===== src/rtl/logic_unit_pipe.sv =====
// logic_unit_pipe
// Two-stage registered bitwise gate unit. It uses valid/ready handshakes on both
// sides and supports eight selectable operations. It also produces result flags
// and a count of delivered results.
//
// Ports:
//   clk, rst            clock; synchronous active-high reset
//   in_valid, in_ready  input handshake (in_ready has no path from in_valid)
//   a, b, op            operands and operation select, captured on input transfer
//   out_valid, out_ready output handshake
//   y                   registered result
//   flag_zero/ones/par  flags of y: all zeros, all ones, odd parity
//   done_cnt            results delivered since reset, wraps modulo 2^CNT_W
module logic_unit_pipe #(
  parameter int WIDTH = 1,
  parameter int CNT_W = 16
) (
  input  logic             clk,
  input  logic             rst,
  input  logic             in_valid,
  output logic             in_ready,
  input  logic [WIDTH-1:0] a,
  input  logic [WIDTH-1:0] b,
  input  logic [2:0]       op,
  output logic             out_valid,
  input  logic             out_ready,
  output logic [WIDTH-1:0] y,
  output logic             flag_zero,
  output logic             flag_ones,
  output logic             flag_par,
  output logic [CNT_W-1:0] done_cnt
);

  // Bitwise operation selected by o. The results are WIDTH bits wide by
  // construction, so inverted forms carry no stray upper bits.
  function automatic logic [WIDTH-1:0] apply_op(
    input logic [2:0]       o,
    input logic [WIDTH-1:0] x,
    input logic [WIDTH-1:0] z
  );
    logic [WIDTH-1:0] r;
    case (o)
      3'b000:  r = x & z;
      3'b001:  r = x | z;
      3'b010:  r = x ^ z;
      3'b011:  r = ~(x & z);
      3'b100:  r = ~(x | z);
      3'b101:  r = ~(x ^ z);
      3'b110:  r = ~x;
      3'b111:  r = x;
      default: r = x;
    endcase
    return r;
  endfunction

  // Odd parity: 1 when an odd number of bits are set.
  function automatic logic odd_parity(input logic [WIDTH-1:0] v);
    return ^v;
  endfunction

  logic [WIDTH-1:0] s1_a;
  logic [WIDTH-1:0] s1_b;
  logic [2:0]       s1_op;
  logic             s1_valid;

  logic             s2_adv;
  logic             s1_adv;
  logic             in_xfer;
  logic             s1_move;
  logic             out_xfer;
  logic [WIDTH-1:0] res;

  // Handshake decode. It uses only registered state and out_ready, so
  // in_ready never depends on in_valid.
  always_comb begin
    s2_adv   = !out_valid || out_ready;
    s1_adv   = !s1_valid || s2_adv;
    in_ready = s1_adv;
    in_xfer  = in_valid && s1_adv;
    s1_move  = s1_valid && s2_adv;
    out_xfer = out_valid && out_ready;
    res      = apply_op(s1_op, s1_a, s1_b);
  end

  // Pipeline registers and delivery counter.
  always_ff @(posedge clk) begin
    if (rst) begin
      s1_a      <= '0;
      s1_b      <= '0;
      s1_op     <= 3'b000;
      s1_valid  <= 1'b0;
      out_valid <= 1'b0;
      y         <= '0;
      flag_zero <= 1'b0;
      flag_ones <= 1'b0;
      flag_par  <= 1'b0;
      done_cnt  <= '0;
    end else begin
      // S1 loads a new word on input transfer. Otherwise it empties when its
      // word moves on, so a move and a load in the same cycle leave no bubble.
      if (in_xfer) begin
        s1_a     <= a;
        s1_b     <= b;
        s1_op    <= op;
        s1_valid <= 1'b1;
      end else if (s1_move) begin
        s1_valid <= 1'b0;
      end

      // S2 holds while stalled. Otherwise it takes whatever S1 offers.
      if (s2_adv) begin
        out_valid <= s1_valid;
        if (s1_valid) begin
          y         <= res;
          flag_zero <= (res == {WIDTH{1'b0}});
          flag_ones <= (res == {WIDTH{1'b1}});
          flag_par  <= odd_parity(res);
        end
      end

      if (out_xfer) begin
        done_cnt <= done_cnt + {{(CNT_W-1){1'b0}}, 1'b1};
      end
    end
  end

endmodule


===== config.mk =====
export PLATFORM = sky130hd
export DESIGN_NAME = logic_unit_pipe
export DESIGN_NICKNAME = d
export VERILOG_FILES = /design/src/rtl/logic_unit_pipe.sv
export SDC_FILE = /design/constraint.sdc
export NUM_CORES = 1
export LEC_CHECK = 0
export ABC_CLOCK_PERIOD_IN_PS = 1900
export BUFFER_PORTS_ARGS = -buffer_cell sky130_fd_sc_hd__buf_2
export CAP_MARGIN = 0
export CELL_PAD_IN_SITES_DETAIL_PLACEMENT = 1
export CELL_PAD_IN_SITES_GLOBAL_PLACEMENT = 1
export CORE_UTILIZATION = 35
export DETAILED_ROUTE_END_ITERATION = 7
export GPL_ROUTABILITY_DRIVEN = 0
export PLACE_DENSITY = 0.74
export SYNTH_ARGS = -nofsm -noshare
export SYNTH_HDL_FRONTEND = slang
export SYNTH_SLANG_ARGS = --single-unit

===== constraint.sdc =====
create_clock -name clk -period 1.9 [get_ports clk]
set_clock_uncertainty 0.15 [all_clocks]
set_input_delay 0.19 -clock clk [delete_from_list [all_inputs] [get_ports clk]]
set_output_delay 0.19 -clock clk [all_outputs]
set_load 0.01 [all_outputs]

==> results, run 1 <==
- The run finished with clean final reports.
- The height of the die is 59.9 um.
- The leakage dissipation is 0.620 nW.
- The number of warnings issued by yosys is 0.
- Total power for the finished layout comes to 0.889 mW.
- In the synthesized netlist the dominant register cell turns out to be dfxtp_1.
- Prior to clock tree synthesis, the placed netlist has a worst setup slack of between 0.2 and 0.25 ns.
- The largest net degree at the start of global routing is 16.
- In the global route stage, overall resource usage came out at 0.183.
- The biggest area contributor in the post-synthesis netlist is dfxtp_1.
- By startpoint and endpoint, the worst setup path is classified as register to register.
- The total met3 wirelength after detailed routing is approximately 85 um.
- The count of H-tree levels built during CTS is 1.
- The buffer levels on the longest clock path is 2.
- Post-CTS timing repair inserted 0 buffers for setup.
- The final non-filler cell total is 219.
- In the synthesized netlist the async set-or-reset flop fraction comes to 0.
- The wire-length estimate of the detail-placed layout is 2100 um.
- The internal power of the cells totals 0.663 mW.
- The share of the Yosys chip area taken by registers is 0.426.
- The number of standard cells after synthesis is 141.
- The clock reaches the later pin of the worst-skew pair after 0.33 ns.
- Of the post-synthesis cell area, the part taken by muxes is 0.0267.
- Dividing the final minimum period by the clock period gives 0.886.
- Yosys mapped a number of flops with a built-in enable equal to 0.
- The number of pins with negative max-slew slack in the final report came to 0.
- The required time of the worst setup path is 1.99 ns.
- The share of total power dissipated in sequential elements is 0.618.
- The starting utilization of the core area is 0.375.
- CTS saw 25 sinks.
- The number of antenna violations at the first check in global routing was 0.
- The die covers about 0.0036 mm^2.
- The number of routed nets with antenna violations is 0.
- Of the total power, the share spent switching nets is 0.254.
- The count of vias placed by the detailed router is 1,084.
- The clock buffer count from CTS is 3.
- The library cell used most frequently in the layout, excluding fill and tap cells, is buf_2.
- Power spread over the standard cell area amounts to roughly 600 mW/mm^2.
- The detailed router put a total of 1350 um of wire on met1.
- The worst-case headroom to the max-slew limit is 0.787.
- For this block, the initial DRC count from the detailed router was 26.
- The placed instance count is 209.
- In this run the mean area of a mapped cell was around 8.3 um^2.
- The min-delay analysis places its worst path in the category input pin to register.
- In the post-synthesis netlist, the biggest area contributors are dfxtp_1 43%, xor2_1 5.2%, a21oi_1 5.1%, nand2_1 5.1%, nand3_1 4.7%.
- The share of total power dissipated in combinational logic is 0.106.
- For this design the total switching power over the nets is 0.226 mW.
- The share of synthesized cell area in full adder, half adder and majority cells is 0.0320.
- The worst setup margin is 0.216 ns.
- In this run, synthesis produced a sequential element count of 25.
- Along the worst path, the maximum fanout reaches 7.
- For this run the aggregate overflow at the end of global routing stands at 0.
- After routing the design area is 0.00144 mm^2.
- The initialized floorplan defines 20 standard-cell rows.
- TritonCTS built the clock tree.
- During placement, the flow inserted port buffers numbering 30.
- For the pin with the worst max-slew slack, the measured transition is 0.316 ns.
- The number of ports placed on the die boundary is 31.
- The count of endpoints failing setup in the final report is 0.
- The type of element capturing the critical path is a register.
- In the layout the commonest cells are 30 x buf_2, 25 x dfxtp_1, 16 x nand2_1.
- In the final layout, the share of cells above drive strength 1 is 0.206.
- The buffer cell driving the clock tree root is clkbuf_4.
- The maximum clock rate is 594 MHz.
- The part of the power in the clock network is 0.276.
- The via count of the first global-routing pass is 1,042.
- The share of synthesized area in the top cell type comes to 0.426.
- The highest routing layer actually used is met4.
- Along the worst hold path, the cell count comes to 3.
- Dividing the detail-routed wire length by the instance count gives 13.6 um.
- After clock tree synthesis, the clock-pin slew on the worst setup and hold paths is 0.14 ns.
- The final-layout fill cell count is 386.
- The startpoint class of the critical path is a register.
- The number of max-cap violations is 0.
- The sum of routed wire length over all layers is slightly below 3000 um.
- The number of failing hold endpoints at the final stage was 0.
- The number of design rule violations left after detail routing is 0.
- The placeable core area is 0.00313 mm^2.
- Setup repair after global routing left no endpoint under its margin.
- The post-placement cell area is 0.00135 mm^2.
- The path depth of the worst reg2reg path is 4.
- The main combinational cell family by area after synthesis is simple AND/OR/NAND/NOR gates.
- The compound-gate portion of the synthesized area is 0.106.
- Summed over all nets, wire length on met2 after detailed routing comes to 1490 um.
- In this run, distinct cell masters in the synthesized netlist total 33.
- Measured along the x axis, the die boundary spans 59.9 um.
- 0 antenna diodes ended up in the layout.
- The first-pass GRT wire length is ~4800 um.
- VDD sags by at most 0.310 mV.
- The post-synthesis share of cell area spent on and, or, nand and nor gates is 0.281.
- Relative to the synthesized area, the layout overhead comes to 22.7%.
- The cell area after synthesis is 0.00117 mm^2.
- The final period demand of the worst path is 1.68 ns.
- After routing, the total negative slack on setup checks comes to 0 ns.
- After clock tree synthesis, the repair step resized 0 gates.
- The number of nets at the end of the flow is 188.
- The arrival time reported for the critical path endpoint is between 1.5 and 2 ns.
- Of the total synthesized cell area, the portion taken by XOR and XNOR cells is 0.0746.
- The average via count per standard cell is 4.95.
- The synthesized net count is 153.
- The iteration count of the initial detailed-routing pass is 4.
## stage by stage
step,hold slack (ns),utilization
6_report,0.0291,0.460
5_1_grt,0.0263,0.460
4_1_cts,0.0208,0.460
3_5_place_dp,0.312,0.433
3_3_place_gp,0.302,0.433
2_1_floorplan,0.169,-
## kinds of logic (layout without fill, tap and decap cells)
logic type      count (synthesis)  count (layout)
compound gates                 21              21
xor+xnor                       10              10
fa+ha+maj                       3               3
buf+inv                        14              48
flops                          25              25
mux                             3               3
simple gates                   65              65
## cell usage after synthesis, types with 2 or more instances
cell,instances
a21oi_1,12
and3_1,2
and4_1,3
buf_4,2
clkbuf_1,4
dfxtp_1,25
ha_1,3
inv_1,6
mux2i_1,2
nand2_1,16
nand2b_1,5
nand3_1,11
nand4_1,4
nor2_1,13
nor3_1,2
nor4_1,2
o21ai_0,3
or3_1,3
xnor2_1,3
xor2_1,7
## power groups by stage
| stage | Clock, mW | Combinational [mW] | Sequential (mW) |
|---|---|---|---|
| after floorplan | 0 | 0.0494 | 0.562 |
| after global placement | 0 | 0.0788 | 0.560 |
| after detailed placement | 0 | 0.0838 | 0.561 |
| after CTS | 0.255 | 0.0935 | 0.550 |
| after global routing | 0.281 | 0.105 | 0.552 |
| final | 0.245 | 0.0938 | 0.550 |
## routing by layer
layer / vias up / track usage
met4: 0 / 0.0598
met5: - / 0
li1: 553 / -
met1: 511 / 0.222
met2: 15 / 0.322
met3: 5 / 0.0346
## layout make-up
type | count | area [um^2] | share of cell area
repair buffers | 38 | 225 | 0.156
well taps | 44 | 55.1 | 0.0382
multi-input cells | 102 | 611 | 0.424
inverters | 6 | 22.5 | 0.0156
flip-flops and latches | 25 | 500 | 0.348
clock buffers | 4 | 26.3 | 0.0182
## path summary, 6_finish.rpt
path | endpoint | slack (ns) | start
hold reg to reg | s1_b | 0.34 | s1_b
setup / recovery | done_cnt[15] | 0.22 | done_cnt[5]
setup reg to reg | done_cnt[15] | 0.22 | done_cnt[5]
hold / removal | done_cnt[1] | 0.03 | out_ready
## worst max-delay path: stages, from the launching register on
cell and delay [ns]:
dfxtp_1 0.44, and4_1 0.35, nand3_1 0.10, nor3_1 0.22
mux2_1 0.34
## registers in the layout (all words and copies together), names as in the netlist
signal / count
s1_a: 1
s1_valid: 1
flag_zero: 1
out_valid: 1
done_cnt: 16
s1_op: 3
s1_b: 1
flag_par: 1
## repair_timing
action | in CTS | in global routing
endpoints found under the hold margin | 6 | 0
setup endpoints to repair | 0 | 0
hold buffers | 6 | 0
No activity file was read; power rests on OpenSTA's default activity.
==> run 2: changes to the inputs <==
--- a/config.mk
+++ b/config.mk
@@ -6,14 +6,14 @@
 export NUM_CORES = 1
 export LEC_CHECK = 0
 export ABC_CLOCK_PERIOD_IN_PS = 1900
-export BUFFER_PORTS_ARGS = -buffer_cell sky130_fd_sc_hd__buf_2
 export CAP_MARGIN = 0
 export CELL_PAD_IN_SITES_DETAIL_PLACEMENT = 1
 export CELL_PAD_IN_SITES_GLOBAL_PLACEMENT = 1
 export CORE_UTILIZATION = 35
 export DETAILED_ROUTE_END_ITERATION = 7
+export DONT_BUFFER_PORTS = 1
 export GPL_ROUTABILITY_DRIVEN = 0
-export PLACE_DENSITY = 0.74
+export PLACE_DENSITY = 0.64
 export SYNTH_ARGS = -nofsm -noshare
 export SYNTH_HDL_FRONTEND = slang
 export SYNTH_SLANG_ARGS = --single-unit
==> results, run 2 (synthesized netlist as in run 1, its figures left out) <==
- The final antenna diode count was 0 (unchanged).
- The post-detailed-placement half-perimeter wirelength is 2100 um (about the same).
- The area added between synthesis and finish came to 18.0% (was 22.7%).
- The number of failing hold endpoints at the final stage is 0 (unchanged).
- The number of placement rows is 20 (unchanged).
- The clock buffer count from CTS came to 3 (unchanged).
- The critical path class was register to register (unchanged).
- The worst setup path startpoint is done_cnt[0] (was done_cnt[5]).
- The number of design rule violations left after detail routing is 0 (unchanged).
- The number of sinks on the clock net is 25 (unchanged).
- Top library cells by usage in the layout, fill and taps aside: 25 x dfxtp_1, 16 x nand2_1, 13 x nor2_1 (was 30 x buf_2, 25 x dfxtp_1, 16 x nand2_1).
- Registers with the highest flip-flop counts: done_cnt x16, s1_op x3 (unchanged).
- The critical-path maximum fanout is 4 (was 7).
- The most common library cell in the layout ignoring fill and taps was dfxtp_1 (was buf_2).
- The first-pass GRT wire length was 4630 um (was 4840 um).
- Unrepaired setup endpoints after global routing: false (unchanged).
- The required time of the worst setup path is 1.96 ns (was 1.99 ns).
- The initial detailed-routing violation count is 25 (was 26).
- The share of post-route cells with drive strength above 1 is 0.0833 (was 0.206).
- The overall routing resource usage came to 0.174 (was 0.183).
- The number of buffers added for setup after CTS is 0 (unchanged).
- The number of routed nets with antenna violations is 0 (unchanged).
- The worst voltage drop across the vdd grid came to 0.345 mV (was 0.310 mV).
- The iteration count of the initial detailed-routing pass came to 3 (was 4).
- The type of element capturing the critical path was a register (unchanged).
- The flip-flop count of the largest register after layout is 16 (unchanged).
- The class of the worst hold path is input pin to register (unchanged).
- The placeable core area is 0.00313 mm^2 (unchanged).
- The slew at the pin with the worst max-slew slack is 0.878 ns (was 0.316 ns).
- The clock latency at the later pin of the worst-skew pair is 0.31 ns (was 0.33 ns).
- The number of port buffers is 0 (was 30).
- The final-layout fill cell count is 386 (unchanged).
- The setup total negative slack is 0 ns (unchanged).
- The path depth of the worst reg2reg path is 5 (was 4).
- The final period demand of the worst path was 1.76 ns (was 1.68 ns).
- The fraction of the cycle the final worst path needs is 0.924 (was 0.886).
- The global route total overflow is 0 (unchanged).
- The setup slack on the worst flop-to-flop path is 0.14 ns (was 0.22 ns).
- The arrival time reported for the critical path endpoint came to 1.82 ns (was 1.77 ns).
- The count of H-tree levels built during CTS is 1 (unchanged).
- The via count of the first global-routing pass is 1,067 (was 1,042).
- The sum of routed wire length over all layers was 2800 um (was 2970 um).
- The TritonCTS clock tree is yes (unchanged).
- The average routed wire per standard cell is 14.0 um (was 13.6 um).
- The height of the die was 59.9 um (unchanged).
- The startpoint class of the critical path is a register (unchanged).
- The smallest hold slack was 0.0200 ns (was 0.0291 ns).
- The number of ports placed on the die boundary came to 31 (unchanged).
- The die footprint is 0.00359 mm^2 (unchanged).
- The starting utilization of the core area is 0.375 (unchanged).
- The buffer cell driving the clock tree root was clkbuf_4 (unchanged).
- The number of max-cap violations was 0 (unchanged).
- The ratio of total power to cell area is 623 mW/mm^2 (was 617 mW/mm^2).
- The horizontal die dimension is 59.9 um (unchanged).
- The buffer levels on the longest clock path is 2 (unchanged).
- The number of nets at the end of the flow was 169 (was 188).
- The count of vias placed by the detailed router came to 1,032 (was 1,084).
- The termination of the worst setup path is done_cnt[2] (was done_cnt[15]).
- Outcome: finished clean (unchanged).
- The count of endpoints failing setup in the final report is 0 (unchanged).
- The reg-to-reg endpoint is done_cnt[2] (was done_cnt[15]).
- The worst flop-to-flop path startpoint is done_cnt[0] (was done_cnt[5]).
- The clock transition time at the flip-flop clock pins of the worst setup and hold paths is 0.13 ns (was 0.14 ns).
- The register name with the most flops is done_cnt (unchanged).
- The largest net degree at the start of global routing is 25 (was 16).
- The leakage dissipation was 0.539 nW (was 0.620 nW).
- The average via count per standard cell came to 5.16 (was 4.95).
- The worst-case headroom to the max-slew limit was 0.415 (was 0.787).
- The number of pins with negative max-slew slack in the final report was 0 (unchanged).
- The maximum clock rate is 570 MHz (was 594 MHz).
- The number of antenna violations at the first check in global routing came to 0 (unchanged).
==> run 2: timing repair <==
action | in CTS | in global routing
hold buffers | 10 | 0
resized for setup | 0 | 1
hold endpoints to repair | 24 | 0
endpoints found under the setup margin | 0 | 1
==> run 2: final cells by class <==
cell class,instances,area (um^2),area share
timing repair buffer,19,170,0.123
sequential,25,500,0.361
inverter,6,22.5,0.0163
multi-input combinational,102,611,0.441
clock buffer,4,26.3,0.0190
tap,44,55.1,0.0397
==> run 2: through the flow <==
| step | setup slack (ns) | cell area [um^2] | utilization | std cells | total power, mW |
|---|---|---|---|---|---|
| finish | 0.145 | 1390 | 0.443 | 200 | 0.863 |
| global route | 0.0350 | 1390 | 0.443 | 200 | 0.911 |
| CTS | 0.000354 | 1380 | 0.442 | 200 | 0.878 |
| detailed placement | 0.191 | 1260 | 0.402 | 186 | 0.618 |
| global placement | 0.279 | 1260 | 0.402 | 186 | 0.613 |
| floorplan | 0.220 | 1170 | - | 141 | 0.612 |
==> run 2: worst min path at each step <==
stage                        to  cells after the start  startpoint
floorplan              s1_valid                      2    in_valid
detailed placement         s1_b                      1         rst
global placement    done_cnt[1]                      1         rst
global route          out_valid                      2   out_ready
finish                out_valid                      2   out_ready
CTS                   out_valid                      2   out_ready
==> run 2: per-layer routing <==
layer	part of all wire	routed length (um)	global-route usage	vias to the layer above
met5	0	0	0	-
met4	0.0068	19	0.0698	0
met3	0.040	113	0.0411	2
met2	0.51	1440	0.310	16
met1	0.44	1220	0.199	497
li1	-	-	-	517
==> run 2: worst max-delay path, cell delays in order, from the launching register on <==
cell	delay, ns
dfxtp_1	0.47
ha_1	0.20
nand3_1	0.09
xor2_1	0.15
nor2_1	0.06
dlygate4sd3_1	0.55
==> run 2: where the power goes <==
part / internal [mW] / switching (mW)
Sequential: 0.537 / 0.0160
Combinational: 0.0362 / 0.0392
Clock: 0.0820 / 0.153
Total: 0.655 / 0.208
